### src/rtl/grant_decoder.sv
// rtl/grant_decoder.sv - registered one-hot grant decoder with hold timeout and cooldown.
module grant_decoder #(
  parameter int HOLD_MAX = 15
) (
  input  logic       clk,
  input  logic       rst,
  input  logic [2:0] enc,
  input  logic       valid,
  output logic       ready,
  input  logic       release_i,
  output logic [7:0] grant,
  output logic       busy,
  output logic       timeout,
  output logic [2:0] last_enc,
  output logic [7:0] grant_cnt
);

  typedef enum logic [1:0] {IDLE, GRANT, COOLDOWN} state_t;

  localparam logic [7:0] HOLD_LAST = 8'(HOLD_MAX - 1);

  state_t     state, state_n;
  logic [7:0] grant_n, grant_cnt_n, hold_cnt, hold_cnt_n;
  logic [2:0] last_enc_n;
  logic       timeout_n;

  always_ff @(posedge clk or posedge rst) begin
    if (rst) begin
      state     <= IDLE;
      grant     <= 8'd0;
      hold_cnt  <= 8'd0;
      timeout   <= 1'b0;
      last_enc  <= 3'd0;
      grant_cnt <= 8'd0;
    end else begin
      state     <= state_n;
      grant     <= grant_n;
      hold_cnt  <= hold_cnt_n;
      timeout   <= timeout_n;
      last_enc  <= last_enc_n;
      grant_cnt <= grant_cnt_n;
    end
  end

  always_comb begin
    state_n     = state;
    grant_n     = grant;
    hold_cnt_n  = hold_cnt;
    timeout_n   = 1'b0;
    last_enc_n  = last_enc;
    grant_cnt_n = grant_cnt;
    case (state)
      IDLE: begin
        if (valid) begin
          state_n     = GRANT;
          last_enc_n  = enc;
          grant_n     = 8'd1 << enc;
          hold_cnt_n  = 8'd0;
          grant_cnt_n = grant_cnt + 8'd1;
        end
      end
      GRANT: begin
        // An explicit release takes priority over the forced-release timeout.
        if (release_i) begin
          state_n = COOLDOWN;
          grant_n = 8'd0;
        end else if (hold_cnt == HOLD_LAST) begin
          state_n   = COOLDOWN;
          grant_n   = 8'd0;
          timeout_n = 1'b1;
        end else begin
          hold_cnt_n = hold_cnt + 8'd1;
        end
      end
      COOLDOWN: state_n = IDLE;
      default: begin
        state_n = IDLE;
        grant_n = 8'd0;
      end
    endcase
  end

  assign ready = (state == IDLE);
  assign busy  = (state == GRANT);

endmodule

### config.mk
export PLATFORM = sky130hd
export DESIGN_NAME = grant_decoder
export DESIGN_NICKNAME = d
export VERILOG_FILES = /design/src/rtl/grant_decoder.sv
export SDC_FILE = /design/constraint.sdc
export NUM_CORES = 1
export LEC_CHECK = 0
export ABC_AREA = 0
export CORE_MARGIN = 3
export CORE_UTILIZATION = 57
export CTS_BUF_LIST = sky130_fd_sc_hd__clkbuf_8
export DETAILED_ROUTE_END_ITERATION = 8
export PLACE_DENSITY_LB_ADDON = 0.15
export SETUP_SLACK_MARGIN = 0.5
export SLEW_MARGIN = 20
export SYNTH_ARGS = -nofsm -noshare
export SYNTH_HDL_FRONTEND = slang
export SYNTH_SLANG_ARGS = --single-unit
### constraint.sdc
create_clock -name clk -period 2.74 [get_ports clk]
set_input_delay 0.411 -clock clk [delete_from_list [all_inputs] [get_ports clk]]
set_output_delay 0.411 -clock clk [all_outputs]
set_load 0.02 [all_outputs]
# Word-level counts from Yosys, hierarchy flattened
# Cells that the tools add are included.
[word_totals] ff_bits=30 in_bits=7 output_inout_bits=22 wordCells=38
[op_classes] addsub=2 eq_ne=7 n_shift=1 muxes=15 bitwise=1 n_reduce_logical=6
[ops] op="2-to-1 mux 8 bit" n=6
[ops] op="one-hot mux 8 bit (3 select lines)" n=1
[ops] op="adder 8 x 1 -> 8 bit, second input constant" n=2
[ops] op="one-hot mux 8 bit (2 select lines)" n=1
[ops] op="equality test 8 x 4 -> 1 bit, second input constant" n=1
[ops] op="left shift 1 x 3 -> 8 bit, first input constant" n=1
[ops] op="2-to-1 mux 2 bit" n=3
[ops] op="!= test 2 bit, second input constant" n=3
[ops] op="one-hot mux 2 bit (2 select lines)" n=1
[ops] op="AND reduction 2 bit" n=2
[ops] op="AND reduction 4 bit" n=1
[ops] op="2-to-1 mux 1 bit" n=3
[ops] op="!= test 3 x 2 -> 1 bit, second input constant" n=1
[ops] op="AND reduction 3 bit" n=1
[ops] op="equality test 2 x 1 -> 1 bit, second input constant" n=1
[ops] op="equality test 2 bit, second input constant" n=1
[ops] op="logical NOT 2 bit" n=1
[ops] op="nonzero test 2 bit" n=1
[ops] op="inverter 1 bit" n=1

# Logic depth before layout (Yosys ltp)
# Gate-level depths: netlist of run 1.
[depth] word_depth=4 mapped_depth=6 depth_no_buf=5

# Worst setup path before layout of run 1
# No wires, ideal clock.
[synth_path] path_type="reg-to-reg" from="register hold_cnt[0]" to="register hold_cnt[0]" setup_time_ns=0.079 t_arrival_ns=1.548 t_required_ns=2.661 setup_slack_ns=1.112 path_stages_with_launch=7 n_path_buf=1 synth_period_minus_slack_ns=1.628 cell_sequence="dfrtp_1 > inv_1 > ha_1 > or4b_4 > o21ai_2 > buf_6 > mux2i_1"
[synth_between] elab_chain_cells=4 elab_cells_between_ends=7 cone_classes="1 x add/sub; 2 x eq/ne; 3 x mux; 1 x reduce/logical"
[synth_lines] element="start, declared" line="23" rtl="logic [7:0] grant_n, grant_cnt_n, hold_cnt, hold_cnt_n;"
[synth_lines] element="start signal, assigned" line="38" rtl="hold_cnt <= hold_cnt_n;"
[synth_lines] element="adder 8 x 1 -> 8 bit" line="72" rtl="hold_cnt_n = hold_cnt + 8'd1;"
[synth_lines] element="2-to-1 mux 8 bit" line="67" rtl="end else if (hold_cnt == HOLD_LAST) begin"
[synth_lines] element="2-to-1 mux 8 bit" line="64" rtl="if (release_i) begin"
[synth_lines] element="one-hot mux 8 bit (2 select lines)" line="52" rtl="case (state)"
# Parallel ways exist; a longest one is shown, timed or not. The select of a mux whose other input is x is not followed.
# A chain may end at the register's enable or synchronous reset.

# Final worst setup path of run 1
[layout_path] from="register state[0]" to="output busy"
[layout_between] elab_chain_cells=1
[layout_lines] element="start, declared" line="22" rtl="state_t state, state_n;"
[layout_lines] element="start signal, assigned" line="36" rtl="state <= state_n;"
[layout_lines] element="equality test 2 x 1 -> 1 bit" line="84" rtl="assign busy = (state == GRANT);"
[layout_lines] element="end, declared" line="12" rtl="output logic busy,"
# Every way passes these cells.

==> metrics, run 1 <==
Tot GR Track Use a little under a quarter; Final GP Congestion approximately 0.73; count of cell types in the netlist 34; final hold vios 0; post-route antenna net violation count 0; dominant cells by area after synthesis dfrtp_1, mux2i_1, nand2_1, a32oi_1, o21ai_0; setup TNS 0 ps; post-synth top area share a little over 50%; dpl cells around 190; ys async rst share between 90% and 100%; final core occ approximately 80%; mean number of vias per cell approximately 5.8; fraction of layout cells with a size suffix above 1 roughly a tenth; Startpoint Class flop; mean post-synth cell area 10.6 sq um; IO buf count 28; FF-to-FF Start hold_cnt[0]; max cap viols 0; Tot Pwr 1.67 mW; vias in the first global route 1,163; xor/xnor share of the synthesized area 4.22%; clock root buffer clkbuf_8; synthesized cell area about 0.0015 sq mm; Clock Skew approximately 4.4 ps; count of state elements after synthesis 30; Tcrit/Tclk final between 70% and 80%; area leader, netlist dfrtp_1; worst slew pin tran ~800 ps; Post-CTS Setup Bufs 0; post-synthesis mux area share ~5.5%; Max Clk Rate between 0.4 and 0.5 GHz; outcome finished clean; largest net degree at the start of global routing 31; total detailed-routing wirelength between 3 and 4 mm; Die Wd approximately 56 microns; Clock Sinks 30; Worst Path Arrival 1660 ps; sequential area share after synthesis 51.7%; post-synthesis compound-gate area fraction between 10% and 20%; Pins Over Slew Limit 0; Core Region roughly 0.0023 sq mm; Top Ports 29; crit path launch state[0]; Worst path max stage delay roughly 620 ps; 1st-iter DRT viols 38; HP Class flop to flop; RSZ-0062 raised after global routing false; clk buf depth 2; main combinational cell family by area after synthesis simple AND/OR/NAND/NOR gates; Top Family by Delay on Critical Path buffers and inverters; Leak Pwr ~0.86 nW; Layout Cells excl Fill between 150 and 200; Most used DFF post-synth dfrtp_1; pwr/cell area roughly 900 mW/mm^2; H-tree levels 2; Layout Nets 180; Via Count about 1,200; setup violators final 0; initial antenna violation count 0; n_diodes 0; worst-path fanout max 9; Initial Util a little over three fifths; dpl cell area ~0.0017 sq mm; CP Data Required Time 2330 ps; CP cell instances clkinv_2, nor2_1, clkdlybuf4s50_1; Skew-Pair Late Insertion Delay approximately 280 ps; area share of and/or/nand/nor cells after synthesis approximately a fifth; Num CTS Buffers 5; Post-synth EDFFs 0; clk slew on worst S/H paths about 60 ps; # DRC 0; hpwl dp between 2 and 2.5 mm; Syn. warnings 0; CP max-delay cell clkdlybuf4s50_1; syn nets ~150; post-route cell area 0.00186 sq mm; Buffers & Inverters on Critical Path 2; path type of the worst setup path flop to primary output; Gate Count Post-Synth ~140; per-cell routed wire length about 16 microns; maximum vdd drop between 800 and 900 uV; Slew HR a little under half; DIE AREA ~0.0032 sq mm; worst hold start grant_cnt[7]; 1st-pass router iterations 4; GRT overflow 0; Worst setup EP type primary output; Adder-Cell Fraction of Synth Area 2.59%; TritonCTS clock tree yes; first-pass GRT wire length roughly 5.5 mm; Rows 17; Area Overhead vs Synth 28.1%; crit path time final just over 2000 ps; Die Height 56.5 microns
sequential cells by signal, summed over array words and instances, names as in the netlist:
| name | flops |
|---|---|
| grant | 8 |
| grant_cnt | 8 |
| hold_cnt | 8 |
| last_enc | 3 |
| state | 2 |
| timeout | 1 |
worst register-to-register path, cell delays in order (launching register included):
cell	delay (ps)
dfrtp_1	420
inv_1	80
ha_1	130
or4b_4	500
o21ai_2	440
mux2i_1	250
layer usage:
metal | routed length [microns] | GRT usage (%)
met1 | 1340 | 29.2
met2 | 1540 | 35.8
met3 | 195 | 5.98
met4 | 82 | 9.49
met5 | 0 | 0
power by group:
| group | switching, mW | leakage, nW | internal (mW) |
|---|---|---|---|
| clock | 0.164 | 0.0575 | 0.253 |
| combinational | 0.310 | 0.406 | 0.272 |
| sequential | 0.126 | 0.392 | 0.549 |
| total | 0.599 | 0.856 | 1.07 |
worst paths after layout:
check / endpoint / slack, ps / cells after the start
min: grant_cnt[7] / 470 / 1
min reg2reg: grant_cnt[7] / 470 / 1
max in group asynchronous: state[0] / 1940 / 3
max reg2reg: hold_cnt[1] / 850 / 5
max: busy / 670 / 3
min in group asynchronous: grant[5] / 500 / 3
layout by cell type, fill, tap and decap left out, types with 2 or more instances in the layout:
cell             instances
dfrtp_1                 29
clkdlybuf4s50_1         28
nand2_1                 20
inv_1                   10
a32oi_1                  8
o21ai_0                  8
mux2i_1                  8
clkbuf_8                 8
nor2_1                   5
nand4_1                  5
xnor2_1                  4
and2_1                   4
xor2_1                   3
ha_1                     3
buf_4                    3
nand3_1                  2
nor3_1                   2
and3_1                   2
nor2b_1                  2
o211ai_1                 2
layout make-up:
cell class | count | area (sq um)
flip-flops and latches | 30 | 752
multi-input cells | 91 | 617
clock buffers | 8 | 110
fillers | 143 | 459
inverters | 11 | 42.5
well taps | 28 | 35.0
repair buffers | 31 | 303
logic make-up after synthesis:
| group | count (synthesis) |
|---|---|
| adders and majority gates | 3 |
| xor gates and xnor gates | 7 |
| DFF | 30 |
| buffers and inverters | 16 |
| AOI/OAI and AO/OA | 22 |
| muxes | 8 |
| and+or+nand+nor | 51 |
per-stage QoR:
step,setup slack (ps),hold WS (ps)
2_1_floorplan,1110,459
3_3_place_gp,681,457
3_5_place_dp,616,462
4_1_cts,597,470
5_1_grt,600,502
6_report,669,468
synthesized netlist by cell type, types with 3 or more instances:
| master | n |
|---|---|
| a32oi_1 | 8 |
| o21ai_0 | 8 |
| xor2_1 | 3 |
| dfrtp_1 | 30 |
| nand2_1 | 20 |
| and2_1 | 4 |
| nor2_1 | 5 |
| inv_1 | 10 |
| buf_6 | 3 |
| xnor2_1 | 4 |
| nand4_1 | 5 |
| mux2i_1 | 8 |
| ha_1 | 3 |
timing repair:
action	4_1_cts	5_1_grt
setup endpoints to repair	1	1
gates resized for setup	1	1
pin swaps	0	0
hold buffers	0	0
gates cloned	0	0
No activity file was read; power rests on OpenSTA's default activity.
==> inputs of run 2 (changes only) <==
Settings changed: CORE_UTILIZATION 57 to 48.
Clock period 2.74 ns to 1.85 ns, I/O delays scaled along.
==> run 2 against run 1 <==
  * Worst hold slack worse by 100 ps
  * Utilization is 11 points lower
  * Via count is 0.26% higher
  * Worst setup slack worse by 450 ps
  * Final area is 4.7% higher
  * Flip-flop and latch count stayed put
  * Combinational power is 56% higher
  * Clock skew is 1.4 ps lower
  * Largest cell class unchanged
==> metrics, run 2 (synthesis results as in run 1) <==
outcome finished clean; vias in the first global route 1,141 (-1.9%); RSZ-0062 raised after global routing true; first-pass GRT wire length 5.42 mm (-2.2%); clock root buffer clkbuf_8; Core Region 0.00283 sq mm (+22%); maximum vdd drop 928 uV (+15%); path type of the worst setup path flop to flop; most common cell after layout, fill and taps aside dfrtp_1; worst slew pin tran 378 ps (-423 ps); H-tree levels 2 (unchanged); max cap viols 0 (unchanged); final core occ 68.8% (-11 points); 1st-pass router iterations 3 (-1); Pins Over Slew Limit 0 (unchanged); clk buf depth 2 (unchanged); IO buf count 28 (unchanged); setup violators final 0 (unchanged); largest net degree at the start of global routing 31 (unchanged); biggest registers after layout grant (8), grant_cnt (8), hold_cnt (8); Final GP Congestion 0.777 (+6.5%); setup TNS 0 ps (unchanged); Top Ports 29 (unchanged); Initial Util 51.3% (-11 points); Die Height 61.0 microns (+8.0%); Max Clk Rate ~0.6 GHz; met3 wirelength from detailed routing 85 microns (-56%); per-cell routed wire length 15.5 microns (-2.4%); TritonCTS clock tree yes; worst-path fanout max 5 (-4); hpwl dp 2.20 mm (+3.1%); Post-CTS Hold Buffers 0 (unchanged); Leak Pwr 0.997 nW (+17%); most frequent cells in the layout dfrtp_1, nand2_1, dlygate4sd2_1; Max Used Layer met4; initial antenna violation count 0 (unchanged); Via Count 1,166 (+0.26%); fraction of layout cells with a size suffix above 1 22.0% (+12 points); Clock Skew 3.01 ps (-1.36 ps); hold slack 364 ps (-103 ps); post-route antenna net violation count 0 (unchanged); DIE AREA 0.00372 sq mm (+17%); Rows 19 (+2); Skew-Pair Late Insertion Delay 280 ps (about the same); # DRC 0 (unchanged); GRT overflow 0 (unchanged); pwr/cell area 1250 mW/mm^2 (+38%); wire length on met1 1.45 mm (+7.7%); Area Overhead vs Synth 34.1%; Tcrit/Tclk final between 80% and 90%; 1st-iter DRT viols 48 (+26%); Tot GR Track Use 20.6% (-2.0 points); mean number of vias per cell 5.47 (-6.3%); n_diodes 0 (unchanged); Die Wd 61.0 microns (+8.0%); clk slew on worst S/H paths 60 ps (about the same); Num CTS Buffers 5 (unchanged); CP Data Required Time 2050 ps (-280 ps); HP Class primary input to asynchronous set/reset pin; Worst setup EP type flop; final hold vios 0 (unchanged); Slew HR 74.8% (+29 points); Startpoint Class flop; Worst Path Arrival 1840 ps (+180 ps); Clock Sinks 30 (unchanged); total detailed-routing wirelength 3.30 mm (+4.4%); crit path time final approximately 1600 ps; routed length on met2 1.69 mm (+10%); Layout Nets 191 (+6.1%)
==> run 2: changes by cell type in the layout (fill, tap and decap cells not counted), sizes merged <==
cell | before | now
inv | 10 | 12
buf | 3 | 16
clkdlybuf4s50 | 28 | 5
dlygate4sd2 | 0 | 16
clkdlybuf4s15 | 0 | 2
clkbuf | 8 | 9
==> run 2: power by group <==
group	leakage [nW]	total, mW	switching [mW]	internal, mW
logic	0.554	0.908	0.522	0.387
clock network	0.0524	0.540	0.246	0.294
registers	0.391	0.978	0.165	0.814
==> run 2: through the flow <==
step / std cells / cell area (sq um) / power [mW] / setup WS (ps)
floorplan: 137 / 1480 / 1.49 / 251
global placement: 199 / 1810 / 1.88 / 152
detailed placement: 199 / 1810 / 1.91 / 74.5
CTS: 210 / 1900 / 2.39 / 191
global route: 213 / 1950 / 2.59 / 173
finish: 213 / 1950 / 2.43 / 214
==> run 2: layout make-up <==
| cell class | instances | area (sq um) |
|---|---|---|
| Multi-Input combinational cell | 91 | 668 |
| Fill cell | 230 | 882 |
| Sequential cell | 30 | 753 |
| Timing Repair Buffer | 42 | 354 |
| Inverter | 11 | 41.3 |
| Clock inverter | 2 | 8.76 |
| Clock buffer | 6 | 82.6 |
| Tap cell | 31 | 38.8 |
==> run 2: worst paths after layout <==
check | start | end | slack [ps] | cells past startpoint
setup / recovery | hold_cnt[0] | hold_cnt[1] | 210 | 6
hold / removal | rst | grant[5] | 360 | 3
setup reg to reg | hold_cnt[0] | hold_cnt[1] | 210 | 6
hold reg to reg | grant_cnt[7] | grant_cnt[7] | 470 | 1
max in group asynchronous | rst | state[1] | 1190 | 3
min in group clk | grant_cnt[7] | grant_cnt[7] | 470 | 1
==> run 2: repair_timing <==
action | in CTS | in global routing
setup buffers | 3 | 3
endpoints found under the setup margin | 43 | 26
resized for setup | 31 | 26
gates cloned | 0 | 0
pin swaps | 2 | 2
==> run 2: worst max-delay path, stage by stage, from the launching register on <==
cell and delay (ps):
dfrtp_1 380, inv_1 60, ha_1 130, or4b_4 500
o21ai_4 190, buf_6 130, mux2i_1 180
==> run 2: layer usage <==
layer,vias up,global-route usage (%)
li1,568,-
met2,18,34.0
met5,-,0
met1,571,25.3
met4,0,11.1
met3,9,4.04
